`config.mk`:
```
export PLATFORM = sky130hd
export DESIGN_NAME = i2s_tx_flat
export DESIGN_NICKNAME = d
export VERILOG_FILES = /design/src/rtl/i2s_pkg.sv /design/src/rtl/i2s_if.sv /design/src/rtl/i2s_clkgen.sv /design/src/rtl/i2s_tx.sv /design/src/flat_wrapper.sv
export SDC_FILE = /design/constraint.sdc
export NUM_CORES = 1
export LEC_CHECK = 0
export ABC_AREA = 1
export CAP_MARGIN = 5
export CORE_ASPECT_RATIO = 1.75
export CORE_MARGIN = 3
export CORE_UTILIZATION = 55
export DETAILED_ROUTE_END_ITERATION = 6
export PLACE_DENSITY = 0.76
export SLEW_MARGIN = 20
export SYNTH_ARGS = -nofsm -noshare
export SYNTH_HDL_FRONTEND = slang
export SYNTH_HIERARCHICAL = 1
export SYNTH_SLANG_ARGS = --single-unit
```
`constraint.sdc`:
```
create_clock -name clk -period 2.79 [get_ports clk]
set_input_delay 0.837 -clock clk [delete_from_list [all_inputs] [get_ports clk]]
set_output_delay 0.837 -clock clk [all_outputs]
set_load 0.01 [all_outputs]
```
`src/rtl/i2s_pkg.sv`:
```
// -----------------------------------------------------------------------------
// i2s_pkg
// Shared constants and helpers for the PmodI2S (CS4344) transmitter.
// Everything is derived from one 10-bit free-running divider on clk:
//   MCLK  = cnt[MCLK_BIT]   (clk/4)
//   SCLK  = cnt[SCLK_BIT]   (clk/16)
//   LRCLK = cnt[LRCLK_BIT]  (clk/1024)
// Each LRCLK half holds SLOT_BITS SCLK periods; the slot index is the bit field
// sitting directly between SCLK and LRCLK in the divider.
// -----------------------------------------------------------------------------
package i2s_pkg;

  localparam int CNT_W      = 10;
  localparam int MCLK_BIT   = 1;
  localparam int SCLK_BIT   = 3;
  localparam int LRCLK_BIT  = 9;
  localparam int SLOT_BITS  = 32;
  localparam int SLOT_W     = $clog2(SLOT_BITS);
  localparam int SLOT_LSB   = SCLK_BIT + 1;
  localparam int UNDERRUN_W = 16;

  localparam logic [CNT_W-1:0]      CNT_LAST     = '1;
  localparam logic [UNDERRUN_W-1:0] UNDERRUN_MAX = '1;

  // LRCLK low carries the left channel, high the right channel.
  typedef enum logic {
    CH_LEFT  = 1'b0,
    CH_RIGHT = 1'b1
  } chan_e;

  // Slot index (SCLK period within the current channel) of a divider value.
  function automatic logic [SLOT_W-1:0] slot_of(input logic [CNT_W-1:0] c);
    return c[SLOT_LSB +: SLOT_W];
  endfunction

  // Channel selected by a divider value.
  function automatic chan_e chan_of(input logic [CNT_W-1:0] c);
    return chan_e'(c[LRCLK_BIT]);
  endfunction

endpackage

```
`src/rtl/i2s_if.sv`:
```
// -----------------------------------------------------------------------------
// i2s_if
// Sample handshake between a stereo sample producer and i2s_tx.
//   sample_l / sample_r : two's-complement pair offered by the producer
//   sample_valid        : producer offers a pair this cycle
//   sample_ready        : transmitter can take the pair this cycle
// A pair moves on any clk edge where sample_valid and sample_ready are both 1.
// Modports: master = sample producer, slave = transmitter.
// -----------------------------------------------------------------------------
interface i2s_if #(
  parameter int SAMPLE_W = 16
) ();

  logic signed [SAMPLE_W-1:0] sample_l;
  logic signed [SAMPLE_W-1:0] sample_r;
  logic                       sample_valid;
  logic                       sample_ready;

  modport master (
    output sample_l,
    output sample_r,
    output sample_valid,
    input  sample_ready
  );

  modport slave (
    input  sample_l,
    input  sample_r,
    input  sample_valid,
    output sample_ready
  );

endinterface

```
`src/rtl/i2s_clkgen.sv`:
```
// -----------------------------------------------------------------------------
// i2s_clkgen
// Free-running 10-bit divider and registered I2S pin clocks.
// Ports:
//   clk, rst  : system clock, asynchronous active-high reset
//   en        : run the divider; when low the divider and pins return to 0
//   cnt       : current divider value
//   slot_nxt  : slot index the divider moves to on the next edge
//   chan_nxt  : channel the divider moves to on the next edge
//   mclk, sclk, lrclk : pin clocks, registered copies of the divider bits
// The pin flops load the same next value as cnt, so each pin always equals
// its divider bit exactly and never glitches.  Nothing is clocked by them.
// -----------------------------------------------------------------------------
module i2s_clkgen
  import i2s_pkg::*;
(
  input  logic              clk,
  input  logic              rst,
  input  logic              en,
  output logic [CNT_W-1:0]  cnt,
  output logic [SLOT_W-1:0] slot_nxt,
  output chan_e             chan_nxt,
  output logic              mclk,
  output logic              sclk,
  output logic              lrclk
);

  logic [CNT_W-1:0] cnt_nxt;

  always_comb begin
    cnt_nxt = '0;
    if (en) begin
      cnt_nxt = cnt + CNT_W'(1);
    end
  end

  assign slot_nxt = slot_of(cnt_nxt);
  assign chan_nxt = chan_of(cnt_nxt);

  always_ff @(posedge clk or posedge rst) begin
    if (rst) begin
      cnt   <= '0;
      mclk  <= 1'b0;
      sclk  <= 1'b0;
      lrclk <= 1'b0;
    end else begin
      cnt   <= cnt_nxt;
      mclk  <= cnt_nxt[MCLK_BIT];
      sclk  <= cnt_nxt[SCLK_BIT];
      lrclk <= cnt_nxt[LRCLK_BIT];
    end
  end

endmodule

```
`src/rtl/i2s_tx.sv`:
```
// -----------------------------------------------------------------------------
// i2s_tx
// Stereo I2S transmitter for the PmodI2S (CS4344), everything on clk.
// Ports:
//   clk, rst      : 100 MHz system clock, asynchronous active-high reset
//   en            : transmitter enable
//   smp           : i2s_if.slave sample handshake (one-entry holding buffer)
//   frame_start   : one-cycle pulse while the divider sits at 0 after a wrap
//   underrun_cnt  : frames started with an empty buffer, saturating at 0xFFFF
//   MCLK, LRCLK, SCLK, SDIN : PmodI2S pins
// Frame format: 32 SCLK periods per channel; period k carries sample bit
// (SAMPLE_W-k) for k=1..SAMPLE_W (MSB first, one SCLK late), 0 otherwise.
// The holding buffer is copied into the frame registers on the 1023->0 wrap;
// an empty buffer repeats the previous pair.
// -----------------------------------------------------------------------------
module i2s_tx
  import i2s_pkg::*;
#(
  parameter int SAMPLE_W = 16
) (
  input  logic                  clk,
  input  logic                  rst,
  input  logic                  en,
  i2s_if.slave                  smp,
  output logic                  frame_start,
  output logic [UNDERRUN_W-1:0] underrun_cnt,
  output logic                  MCLK,
  output logic                  LRCLK,
  output logic                  SCLK,
  output logic                  SDIN
);

  logic [CNT_W-1:0]           cnt;
  logic [SLOT_W-1:0]          slot_nxt;
  chan_e                      chan_nxt;
  logic                       wrap;
  logic                       accept;

  logic                       buf_full;
  logic                       first_q;
  logic [UNDERRUN_W-1:0]      underrun_q;
  logic signed [SAMPLE_W-1:0] buf_l;
  logic signed [SAMPLE_W-1:0] buf_r;
  logic signed [SAMPLE_W-1:0] frm_l;
  logic signed [SAMPLE_W-1:0] frm_r;
  logic signed [SAMPLE_W-1:0] tx_word;
  logic                       sdin_q;

  // Bit carried in slot k of a channel: MSB in slot 1, zero padding around.
  function automatic logic slot_bit(input logic [SAMPLE_W-1:0] word,
                                    input logic [SLOT_W-1:0]   k);
    logic [SAMPLE_W-1:0] sh;
    sh = word >> (SAMPLE_W - int'(k));
    if (k == '0 || int'(k) > SAMPLE_W) begin
      return 1'b0;
    end
    return sh[0];
  endfunction

  i2s_clkgen u_clkgen (
    .clk      (clk),
    .rst      (rst),
    .en       (en),
    .cnt      (cnt),
    .slot_nxt (slot_nxt),
    .chan_nxt (chan_nxt),
    .mclk     (MCLK),
    .sclk     (SCLK),
    .lrclk    (LRCLK)
  );

  assign wrap = en && (cnt == CNT_LAST);

  // rst is in the ready term because the async clear of buf_full would
  // otherwise raise sample_ready while reset is still asserted.
  assign smp.sample_ready = en && !buf_full && !rst;
  assign accept           = smp.sample_valid && smp.sample_ready;

  // Buffer occupancy, first-frame flag, underrun counter, frame_start.
  // On a wrap an empty buffer takes a pair accepted that same cycle straight
  // into the frame registers, so the buffer stays empty and it is no underrun.
  always_ff @(posedge clk or posedge rst) begin
    if (rst) begin
      buf_full    <= 1'b0;
      first_q     <= 1'b1;
      underrun_q  <= '0;
      frame_start <= 1'b0;
    end else begin
      frame_start <= wrap;
      if (wrap) begin
        first_q <= 1'b0;
        if (buf_full) begin
          buf_full <= 1'b0;
        end else if (!accept && !first_q && underrun_q != UNDERRUN_MAX) begin
          underrun_q <= underrun_q + UNDERRUN_W'(1);
        end
      end else if (accept) begin
        buf_full <= 1'b1;
      end
    end
  end

  // Holding buffer data: contents only matter while buf_full is set.
  always_ff @(posedge clk) begin
    if (accept) begin
      buf_l <= smp.sample_l;
      buf_r <= smp.sample_r;
    end
  end

  // Frame registers: reload on wrap, otherwise hold (repeat on underrun).
  always_ff @(posedge clk or posedge rst) begin
    if (rst) begin
      frm_l <= '0;
      frm_r <= '0;
    end else if (wrap) begin
      if (buf_full) begin
        frm_l <= buf_l;
        frm_r <= buf_r;
      end else if (accept) begin
        frm_l <= smp.sample_l;
        frm_r <= smp.sample_r;
      end
    end
  end

  always_comb begin
    tx_word = frm_l;
    if (chan_nxt == CH_RIGHT) begin
      tx_word = frm_r;
    end
  end

  // SDIN is computed from the divider's next value, so it only moves when the
  // slot index moves (SCLK falling edge).  On a wrap the next slot is 0, whose
  // bit is always 0, so the frame register reload never shows up early.
  always_ff @(posedge clk or posedge rst) begin
    if (rst) begin
      sdin_q <= 1'b0;
    end else begin
      sdin_q <= slot_bit(tx_word, slot_nxt);
    end
  end

  assign SDIN         = sdin_q;
  assign underrun_cnt = underrun_q;

endmodule

```
`src/flat_wrapper.sv`:
```
// flat-port wrapper written by rule: the top's interface ports become plain ports
module i2s_tx_flat import i2s_pkg::*;
#(
  parameter int SAMPLE_W = 16
)
  (clk, rst, en, frame_start, underrun_cnt, MCLK, LRCLK, SCLK, SDIN, smp_sample_l, smp_sample_r, smp_sample_valid, smp_sample_ready);
  i2s_if #(.SAMPLE_W(SAMPLE_W)) smp_i ();
  input  logic clk;
  input  logic rst;
  input  logic en;
  output logic frame_start;
  output logic [UNDERRUN_W-1:0] underrun_cnt;
  output logic MCLK;
  output logic LRCLK;
  output logic SCLK;
  output logic SDIN;
  input wire logic [$bits(smp_i.sample_l)-1:0] smp_sample_l;
  input wire logic [$bits(smp_i.sample_r)-1:0] smp_sample_r;
  input wire logic [$bits(smp_i.sample_valid)-1:0] smp_sample_valid;
  output wire logic [$bits(smp_i.sample_ready)-1:0] smp_sample_ready;
  assign smp_i.sample_l = smp_sample_l;
  assign smp_i.sample_r = smp_sample_r;
  assign smp_i.sample_valid = smp_sample_valid;
  assign smp_sample_ready = smp_i.sample_ready;
  i2s_tx #(.SAMPLE_W(SAMPLE_W)) u_core (.clk(clk), .rst(rst), .en(en), .smp(smp_i), .frame_start(frame_start), .underrun_cnt(underrun_cnt), .MCLK(MCLK), .LRCLK(LRCLK), .SCLK(SCLK), .SDIN(SDIN));
endmodule
```
==> results of run 1 <==
-- critical path, delay by kind of cell --
family / cells / cell delay [ns]
and+or+nand+nor: 1 / 0.14
buffers and inverters: 3 / 0.84
-- area by class of cell --
cell class                      count  area [µm²]
Multi-Input combinational cell    326        1760
Clock inverter                      6       45.04
Tap cell                           90       112.6
Inverter                           45       172.7
Timing Repair Buffer               69       684.4
Sequential cell                    94        2515
Fill cell                         618        2487
Clock buffer                       10       239.0
-- final timing paths --
| kind | startpoint | end | cells past startpoint |
|---|---|---|---|
| max | en | smp_sample_ready | 4 |
| min | u_core/first_q | u_core/first_q | 2 |
| max reg2reg | u_core/u_clkgen/cnt[0] | u_core/SDIN | 13 |
| min reg2reg | u_core/first_q | u_core/first_q | 2 |
| max in group asynchronous | rst | u_core/buf_full | 4 |
| min in group asynchronous | rst | u_core/u_clkgen/cnt[2] | 3 |
-- registers in the layout, summed over array words and instances, names as in the netlist, 10 cells and up --
| register | flops |
|---|---|
| u_core/buf_l | 16 |
| u_core/frm_l | 16 |
| u_core/u_clkgen/cnt | 10 |
| u_core/buf_r | 16 |
| u_core/frm_r | 16 |
| u_core/underrun_cnt | 16 |
-- report_power, final --
| group | switching [W] | total, W | leakage, nW | internal (W) |
|---|---|---|---|---|
| Sequential | 0.00000463 | 0.00144 | 1.12 | 0.00143 |
| Clock | 0.000518 | 0.00115 | 0.132 | 0.000632 |
| Combinational | 0.0000417 | 0.0000966 | 1.24 | 0.0000549 |
| Total | 0.000564 | 0.00268 | 2.49 | 0.00212 |
-- cells by family (layout without fill, tap and decap cells) --
kind of cell | Yosys count | in the layout | share of synthesized area [%]
compound gates | 50 | 50 | 5.740
fa+ha+maj | 3 | 3 | 0.8162
simple gates | 226 | 226 | 21.90
buf+inv | 70 | 130 | 7.073
xor+xnor | 15 | 15 | 2.856
mux | 32 | 32 | 6.964
flops | 94 | 94 | 54.65
-- metal layers --
metal	routed length (µm)	up-vias	global-route usage (%)
met2	4963	81	36.28
met3	411	11	3.937
li1	-	1708	-
met5	0	-	0
met4	147	0	8.910
met1	3770	1656	26.63
-- stage by stage --
step | power, W | utilization [%]
floorplan | 0.001489 | -
global placement | 0.001557 | 65.44
detailed placement | 0.001561 | 65.44
CTS | 0.002715 | 68.97
global route | 0.002771 | 68.97
finish | 0.002682 | 68.97
-- layout by cell type, fill, tap and decap left out, types with 5 or more instances in the layout --
| master | count |
|---|---|
| nand2_1 | 112 |
| dfrtp_1 | 60 |
| clkdlybuf4s50_1 | 56 |
| nor2_1 | 52 |
| inv_1 | 39 |
| nand3_1 | 35 |
| mux2i_1 | 32 |
| edfxtp_1 | 32 |
| o21ai_0 | 20 |
| o21ai_1 | 20 |
| buf_4 | 10 |
| clkbuf_16 | 9 |
| xnor2_1 | 9 |
| xor2_1 | 6 |
| a21oi_1 | 6 |
| inv_2 | 5 |
| or2_2 | 5 |
==> flow_summary_export.csv, run 1 <==
group,metric,value,unit
clock_network,cts_repair_resize_count,1,
timing,slew_violations,0,
power_and_ir_drop,p_per_area,485.0,nW/µm²
clock_network,worstSkewPairLatency,0.34,ns
detailed_routing,drt_iter0_markers,216,
synthesis,syn_avg_cell_area,9.387,µm²
worst_setup_path,crit_path_max_incr_delay,0.50,ns
detailed_routing,firstDrtPassIters,4,
placement,numPortBuffers,57,
die,core_region_area,8016,µm²
timing,finalSetupTns,0,ns
global_routing,grt_overflow,0,
synthesis,synthTopCellsByArea,"dfrtp_1 (33%), edfxtp_1 (21%), nand2_1 (9.1%)",
die,die_area,9539,µm²
clock_network,htree_levels,3,
job,maxCapViolCount,0,
timing,layout_min_cycle_time,2.661,ns
worst_setup_path,cp_data_arrival_time,1.82,ns
synthesis,synthCells,490,
cells_and_area,fin_cells,640,
synthesis,synthTopCellsByCount,"nand2_1 (112), dfrtp_1 (61), nor2_1 (52)",
timing,worst_slew_pin_slew,0.6743,ns
hold_path,hold_class,"reg -> reg",
clock_network,post_cts_buffers,0,
worst_setup_path,cp-end-kind,"output pin",
timing,slew_headroom,55.05,%
cells_and_area,num-nets-final,584,
placement,placed_cells,624,
die,core.rowCount,43,
worst_setup_path,startpoint_type,"input port",
timing,fmax,375.8,MHz
synthesis,ys_ff_latch,94,
timing,fin_skew,0.005342,ns
synthesis,ys_seq_area_share,54.65,%
die,die_x,75.13,µm
global_routing,grt_use_total,21.57,%
global_routing,first_global_vias,3462,
clock_network,clk_pin_slew,0.06,ns
synthesis,synth_warnings,6,
clock_network,cts_hold_buf,0,
synthesis,syn_area,4599,µm²
worst_setup_path,crit_chain,"clkdlybuf4s50_1, inv_2, nor3_1, dlygate4sd2_1",
timing,grt_setup_unrepaired,"false",
synthesis,netlist.area_leader.share,33.19,%
detailed_routing,drc,0,
timing,setup_violations,0,
clock_network,numCtsBuffers,9,
detailed_routing,vias_per_cell,5.400,
synthesis,synth_ff_type,"dfrtp_1",
synthesis,synth_edf_count,32,
global_routing,grt_pass1_wl,15750,µm
clock_network,cts.sinks,94,
global_routing,antenna_found_initial,0,
timing,layout_setup_ws,0.1287,ns
placement,gp_congestion,0.8612,
placement,dp_slack,-0.1656,ns
worst_setup_path,cp.required,1.95,ns
timing,post-route-period-util,95.39,%
synthesis,ys_async_sr_fraction,65.96,%
detailed_routing,drtAntennaViolNets,0,
worst_setup_path,path_class,"in -> out",
power_and_ir_drop,ir_worst_vdd,0.4288,mV
cells_and_area,antennaDiodeCount,0,
worst_setup_path,r2r_slack,0.63,ns
placement,dp_hpwl,6633,µm
power_and_ir_drop,cellLeakagePower,2.489,nW
synthesis,ys_types,31,
synthesis,synth_fp_nets,529,
timing,report.final.hold_viol_count,0,
detailed_routing,wl,9293,µm
die,io_pins,58,
synthesis,yosysMostFrequentCell,"nand2_1",
worst_setup_path,cp_slowest_cell,"clkdlybuf4s50_1",
clock_network,cts_tree,"yes",
worst_setup_path,cp_max_fo,2,
cells_and_area,syn2layout_area_growth,20.21,%
clock_network,clock_tree.buffer_depth,2,
clock_network,cts_root_buf,"clkbuf_16",
synthesis,synth_top_area_cell,"dfrtp_1",
timing,whs,0.4723,ns
die,fp.dieH,127.0,µm
placement,dpl_cell_area,5246,µm²
detailed_routing,vias,3456,
outcome,status,"complete, no violations",
detailed_routing,routedWlPerCell,14.52,µm
cells_and_area,final_area,5529,µm²
die,initial_core_util,57.37,%
global_routing,grt_max_degree,65,
cells_and_area,layout-drive-gt1-share,10.36,%
Note: power is estimated with default switching activity, not from simulation.
==> inputs of run 2 (changes only) <==
--- a/config.mk
+++ b/config.mk
@@ -6,12 +6,15 @@
 export NUM_CORES = 1
 export LEC_CHECK = 0
 export ABC_AREA = 1
+export ABC_CLOCK_PERIOD_IN_PS = 2790
 export CAP_MARGIN = 5
 export CORE_ASPECT_RATIO = 1.75
 export CORE_MARGIN = 3
 export CORE_UTILIZATION = 55
+export CTS_BUF_LIST = sky130_fd_sc_hd__clkbuf_4 sky130_fd_sc_hd__clkbuf_8 sky130_fd_sc_hd__clkbuf_16
 export DETAILED_ROUTE_END_ITERATION = 6
 export PLACE_DENSITY = 0.76
+export SKIP_CTS_REPAIR_TIMING = 1
 export SLEW_MARGIN = 20
 export SYNTH_ARGS = -nofsm -noshare
 export SYNTH_HDL_FRONTEND = slang
==> flow_summary_export.csv, run 2 (synthesis gave the netlist of run 1 again) <==
group,metric,value,unit
worst_setup_path,r2r_slack,0.63,ns
worst_setup_path,cp-end-kind,"output pin",
clock_network,htree_levels,3,
timing,fmax,390.2,MHz
die,core.rowCount,43,
detailed_routing,drtAntennaViolNets,0,
detailed_routing,wl,9296,µm
clock_network,clk_pin_slew,0.06,ns
detailed_routing,drt_iter0_markers,221,
clock_network,worstSkewPairLatency,0.34,ns
global_routing,grt_max_degree,65,
power_and_ir_drop,internal-power,0.002118,W
detailed_routing,drc,0,
worst_setup_path,worstReg2RegStart,"u_core/u_clkgen/cnt[0]",
clock_network,cts.sinks,94,
placement,gp_congestion,0.8612,
timing,layout_min_cycle_time,2.563,ns
timing,worst_slew_pin_slew,0.6743,ns
worst_setup_path,cp_data_arrival_time,1.73,ns
worst_setup_path,worst_r2r_endpoint,"u_core/SDIN",
timing,grt_setup_unrepaired,"false",
worst_setup_path,cp_max_fo,2,
power_and_ir_drop,p_per_area,484.6,nW/µm²
power_and_ir_drop,pwr-share-seq,53.5,%
placement,numPortBuffers,57,
die,die_x,75.13,µm
global_routing,antenna_found_initial,0,
power_and_ir_drop,sw_frac_of_total,21.03,%
die,die_area,9539,µm²
worst_setup_path,path_class,"in -> out",
power_and_ir_drop,p_comb_share,3.6,%
detailed_routing,firstDrtPassIters,4,
die,initial_core_util,57.37,%
worst_setup_path,cp.required,1.95,ns
power_and_ir_drop,ir_worst_vdd,0.4285,mV
placement,placed_cells,624,
detailed_routing,routedWlPerCell,14.53,µm
global_routing,grt_pass1_wl,15750,µm
detailed_routing,vias_per_cell,5.391,
die,io_pins,58,
timing,slew_violations,0,
worst_setup_path,startpoint_type,"input port",
timing,report.final.hold_viol_count,0,
placement,dp_hpwl,6633,µm
power_and_ir_drop,p_switching,0.0005638,W
cells_and_area,fin_util,69.02,%
hold_path,hp-start,"u_core/first_q",
detailed_routing,vias,3450,
cells_and_area,final_common_cell,"nand2_1",
cells_and_area,layout-drive-gt1-share,10.36,%
outcome,status,"complete, no violations",
power_and_ir_drop,power_frac_clock,42.9,%
power_and_ir_drop,cellLeakagePower,2.503,nW
hold_path,holdPathStages,2,
cells_and_area,fin_cells,640,
clock_network,cts_root_buf,"clkbuf_16",
cells_and_area,layout_common_cells,"nand2_1 (112), dfrtp_1 (60), clkdlybuf4s50_1 (56)",
die,core_region_area,8016,µm²
clock_network,clock_tree.buffer_depth,2,
die,fp.dieH,127.0,µm
cells_and_area,antennaDiodeCount,0,
worst_setup_path,worst_r2r_path_depth,13,
hold_path,hold_path_end,"u_core/first_q",
clock_network,cts_tree,"yes",
timing,setup_violations,0,
clock_network,numCtsBuffers,9,
cells_and_area,num-nets-final,584,
timing,whs,0.4727,ns
timing,post-route-period-util,91.86,%
timing,fin_skew,0.005342,ns
global_routing,first_global_vias,3462,
worst_setup_path,startpoint,"en",
timing,slew_headroom,55.05,%
hold_path,hold_class,"reg -> reg",
job,maxCapViolCount,0,
global_routing,grt_overflow,0,
global_routing,grt_use_total,21.57,%
cells_and_area,syn2layout_area_growth,20.29,%
==> run 2: per-stage QoR <==
stage	setup slack [ns]	total power (W)	instance area (µm²)	TNS, ns
global placement	-0.1012	0.001557	5246	-0.1012
detailed placement	-0.1656	0.001561	5246	-0.2238
floorplan	-0.2971	0.001489	4603	-2.291
CTS	-0.1670	0.002715	5530	-0.1670
global route	0.04354	0.002771	5533	0
finish	0.2272	0.002681	5533	0
==> run 2: worst max-delay path by stage <==
| stage | cells past startpoint | endpoint |
|---|---|---|
| 2_1_floorplan | 9 | u_core/underrun_cnt[6] |
| 3_3_place_gp | 4 | smp_sample_ready |
| 3_5_place_dp | 4 | smp_sample_ready |
| 4_1_cts | 4 | smp_sample_ready |
| 5_1_grt | 12 | u_core/SDIN |
| 6_report | 4 | smp_sample_ready |
==> run 2: power by group through the flow <==
stage / clock network (W) / registers (W) / logic (W)
2_1_floorplan: 0 / 0.00146 / 0.0000264
3_5_place_dp: 0 / 0.00146 / 0.0000984
5_1_grt: 0.00123 / 0.00143 / 0.000107
6_report: 0.00115 / 0.00144 / 0.0000966
4_1_cts: 0.00118 / 0.00144 / 0.0000989
3_3_place_gp: 0 / 0.00146 / 0.0000952
==> run 2: final cells by class <==
type | instances | area (µm²)
flip-flops and latches | 94 | 2515
fillers | 616 | 2484
multi-input cells | 326 | 1760
repair buffers | 69 | 688.2
clock buffers | 10 | 239.0
inverters | 45 | 172.7
well taps | 90 | 112.6
clock inverters | 6 | 45.04
==> run 2: critical path, cell delays in order <==
cell,delay (ns)
clkdlybuf4s50_1,0.50
inv_2,0.04
nor3_1,0.15
dlymetal6s2s_1,0.20
==> run 2: metal layers <==
layer | share of wire, % | GRT usage (%) | vias up
li1 | - | - | 1707
met1 | 41 | 26.63 | 1655
met2 | 53 | 36.28 | 77
met3 | 4.3 | 3.937 | 11
met4 | 1.6 | 8.910 | 0
met5 | 0 | 0 | -
==> inputs of run 3 (changes only) <==
--- a/config.mk
+++ b/config.mk
@@ -9,13 +9,13 @@
 export ABC_CLOCK_PERIOD_IN_PS = 2790
 export CAP_MARGIN = 5
 export CORE_ASPECT_RATIO = 1.75
-export CORE_MARGIN = 3
+export CORE_MARGIN = 1
 export CORE_UTILIZATION = 55
 export CTS_BUF_LIST = sky130_fd_sc_hd__clkbuf_4 sky130_fd_sc_hd__clkbuf_8 sky130_fd_sc_hd__clkbuf_16
 export DETAILED_ROUTE_END_ITERATION = 6
 export PLACE_DENSITY = 0.76
 export SKIP_CTS_REPAIR_TIMING = 1
-export SLEW_MARGIN = 20
+export SLEW_MARGIN = 25
 export SYNTH_ARGS = -nofsm -noshare
 export SYNTH_HDL_FRONTEND = slang
 export SYNTH_HIERARCHICAL = 1
==> flow_summary_export.csv, run 3 (synthesis gave the netlist of run 1 again) <==
group,metric,value,unit
hold_path,hold_class,"reg -> reg",
power_and_ir_drop,sw_frac_of_total,20.68,%
power_and_ir_drop,ir_worst_vdd,0.4931,mV
power_and_ir_drop,internal-power,0.002205,W
timing,fin_skew,0.005413,ns
global_routing,antenna_found_initial,0,
timing,layout_min_cycle_time,2.561,ns
global_routing,grt_pass1_wl,15050,µm
cells_and_area,layout-drive-gt1-share,10.53,%
power_and_ir_drop,pwr-share-seq,51.6,%
cells_and_area,layout_common_cells,"nand2_1 (112), dfrtp_1 (60), clkdlybuf4s50_1 (56)",
timing,post-route-period-util,91.79,%
cells_and_area,antennaDiodeCount,0,
clock_network,clk_pin_slew,0.06,ns
detailed_routing,drc,0,
detailed_routing,firstDrtPassIters,5,
global_routing,grt_max_degree,65,
die,die_area,8746,µm²
timing,slew_violations,0,
worst_setup_path,cp_data_arrival_time,2.79,ns
die,core.rowCount,43,
detailed_routing,wl,9067,µm
placement,numPortBuffers,57,
cells_and_area,syn2layout_area_growth,20.95,%
placement,dp_hpwl,6351,µm
power_and_ir_drop,power,0.002780,W
worst_setup_path,cp_max_fo,11,
detailed_routing,drtAntennaViolNets,0,
timing,report.final.hold_viol_count,0,
clock_network,cts.sinks,94,
timing,whs,0.4633,ns
die,fp.dieH,123.0,µm
clock_network,clock_tree.buffer_depth,2,
placement,gp_congestion,0.9378,
timing,fmax,390.5,MHz
job,maxCapViolCount,0,
timing,slew_headroom,55.59,%
cells_and_area,fin_cells,641,
worst_setup_path,cp.required,3.02,ns
worst_setup_path,cp-end-kind,"flop",
die,core_region_area,8016,µm²
die,die_x,71.13,µm
clock_network,numCtsBuffers,9,
placement,dpl_cell_area,5254,µm²
power_and_ir_drop,power_frac_clock,44.9,%
outcome,status,"complete, no violations",
worst_setup_path,startpoint_type,"input port",
detailed_routing,vias_per_cell,5.340,
power_and_ir_drop,p_comb_share,3.5,%
cells_and_area,final_common_cell,"nand2_1",
clock_network,cts_tree,"yes",
detailed_routing,routedWlPerCell,14.15,µm
placement,placed_cells,625,
global_routing,first_global_vias,3343,
cells_and_area,num-nets-final,585,
global_routing,grt_use_total,22.71,%
global_routing,grt_overflow,0,
power_and_ir_drop,cellLeakagePower,2.528,nW
cells_and_area,final_area,5563,µm²
clock_network,cts_root_buf,"clkbuf_16",
power_and_ir_drop,p_per_area,499.7,nW/µm²
die,io_pins,58,
power_and_ir_drop,p_switching,0.0005748,W
timing,worst_slew_pin_slew,0.6661,ns
worst_setup_path,path_class,"in -> reg",
clock_network,htree_levels,3,
clock_network,worstSkewPairLatency,0.34,ns
die,initial_core_util,57.37,%
timing,setup_violations,0,
detailed_routing,drt_iter0_markers,245,
detailed_routing,vias,3423,
timing,grt_setup_unrepaired,"false",
-- run 3: worst paths after layout --
check | slack [ns] | endpoint | depth (start not counted) | startpoint
max | 0.23 | u_core/SDIN | 13 | en
min | 0.46 | u_core/first_q | 2 | u_core/first_q
max reg2reg | 0.61 | u_core/SDIN | 13 | u_core/u_clkgen/cnt[0]
min reg2reg | 0.46 | u_core/first_q | 2 | u_core/first_q
max in group asynchronous | 1.17 | u_core/frm_r[14] | 4 | rst
min in group asynchronous | 0.94 | u_core/u_clkgen/cnt[0] | 3 | rst
-- run 3: final cells by class --
type	count	area, µm²
inverter	45	172.7
tap	90	112.6
multi-input combinational	326	1760
fill	590	2454
clock inverter	6	73.82
sequential	94	2515
clock buffer	10	232.7
timing repair buffer	70	695.7
-- run 3: metal layers --
layer | GRT usage [%] | wire, µm | vias to the layer above
met3 | 5.542 | 332 | 17
met2 | 40.26 | 4729 | 88
met5 | 0 | 0 | -
met1 | 26.52 | 3818 | 1609
li1 | - | - | 1709
met4 | 8.500 | 187 | 0
-- run 3: power by group through the flow --
stage / logic, W / clock network, W / registers [W]
global placement: 0.0000965 / 0 / 0.00146
detailed placement: 0.0000989 / 0 / 0.00146
floorplan: 0.0000264 / 0 / 0.00146
global route: 0.000108 / 0.00134 / 0.00143
CTS: 0.0000995 / 0.00128 / 0.00143
finish: 0.0000975 / 0.00125 / 0.00143
-- run 3: critical path, stage by stage --
cell and delay (ns):
clkdlybuf4s50_1 0.49, buf_4 0.19, inv_1 0.08, nor2_1 0.10, o21a_1 0.14, inv_1 0.06, ha_1 0.36, inv_1 0.14
nand3_1 0.11, nand3_1 0.09, nand3_1 0.08, nand2_1 0.07, nor2_1 0.05
-- run 3: stage by stage --
| step | util [%] | setup slack (ns) | setup TNS, ns |
|---|---|---|---|
| finish | 69.39 | 0.2290 | 0 |
| global route | 69.39 | 0.07620 | 0 |
| CTS | 69.36 | -0.1250 | -0.1250 |
| detailed placement | 65.54 | -0.1103 | -0.1967 |
| global placement | 65.54 | -0.09452 | -0.09452 |
| floorplan | - | -0.2971 | -2.291 |
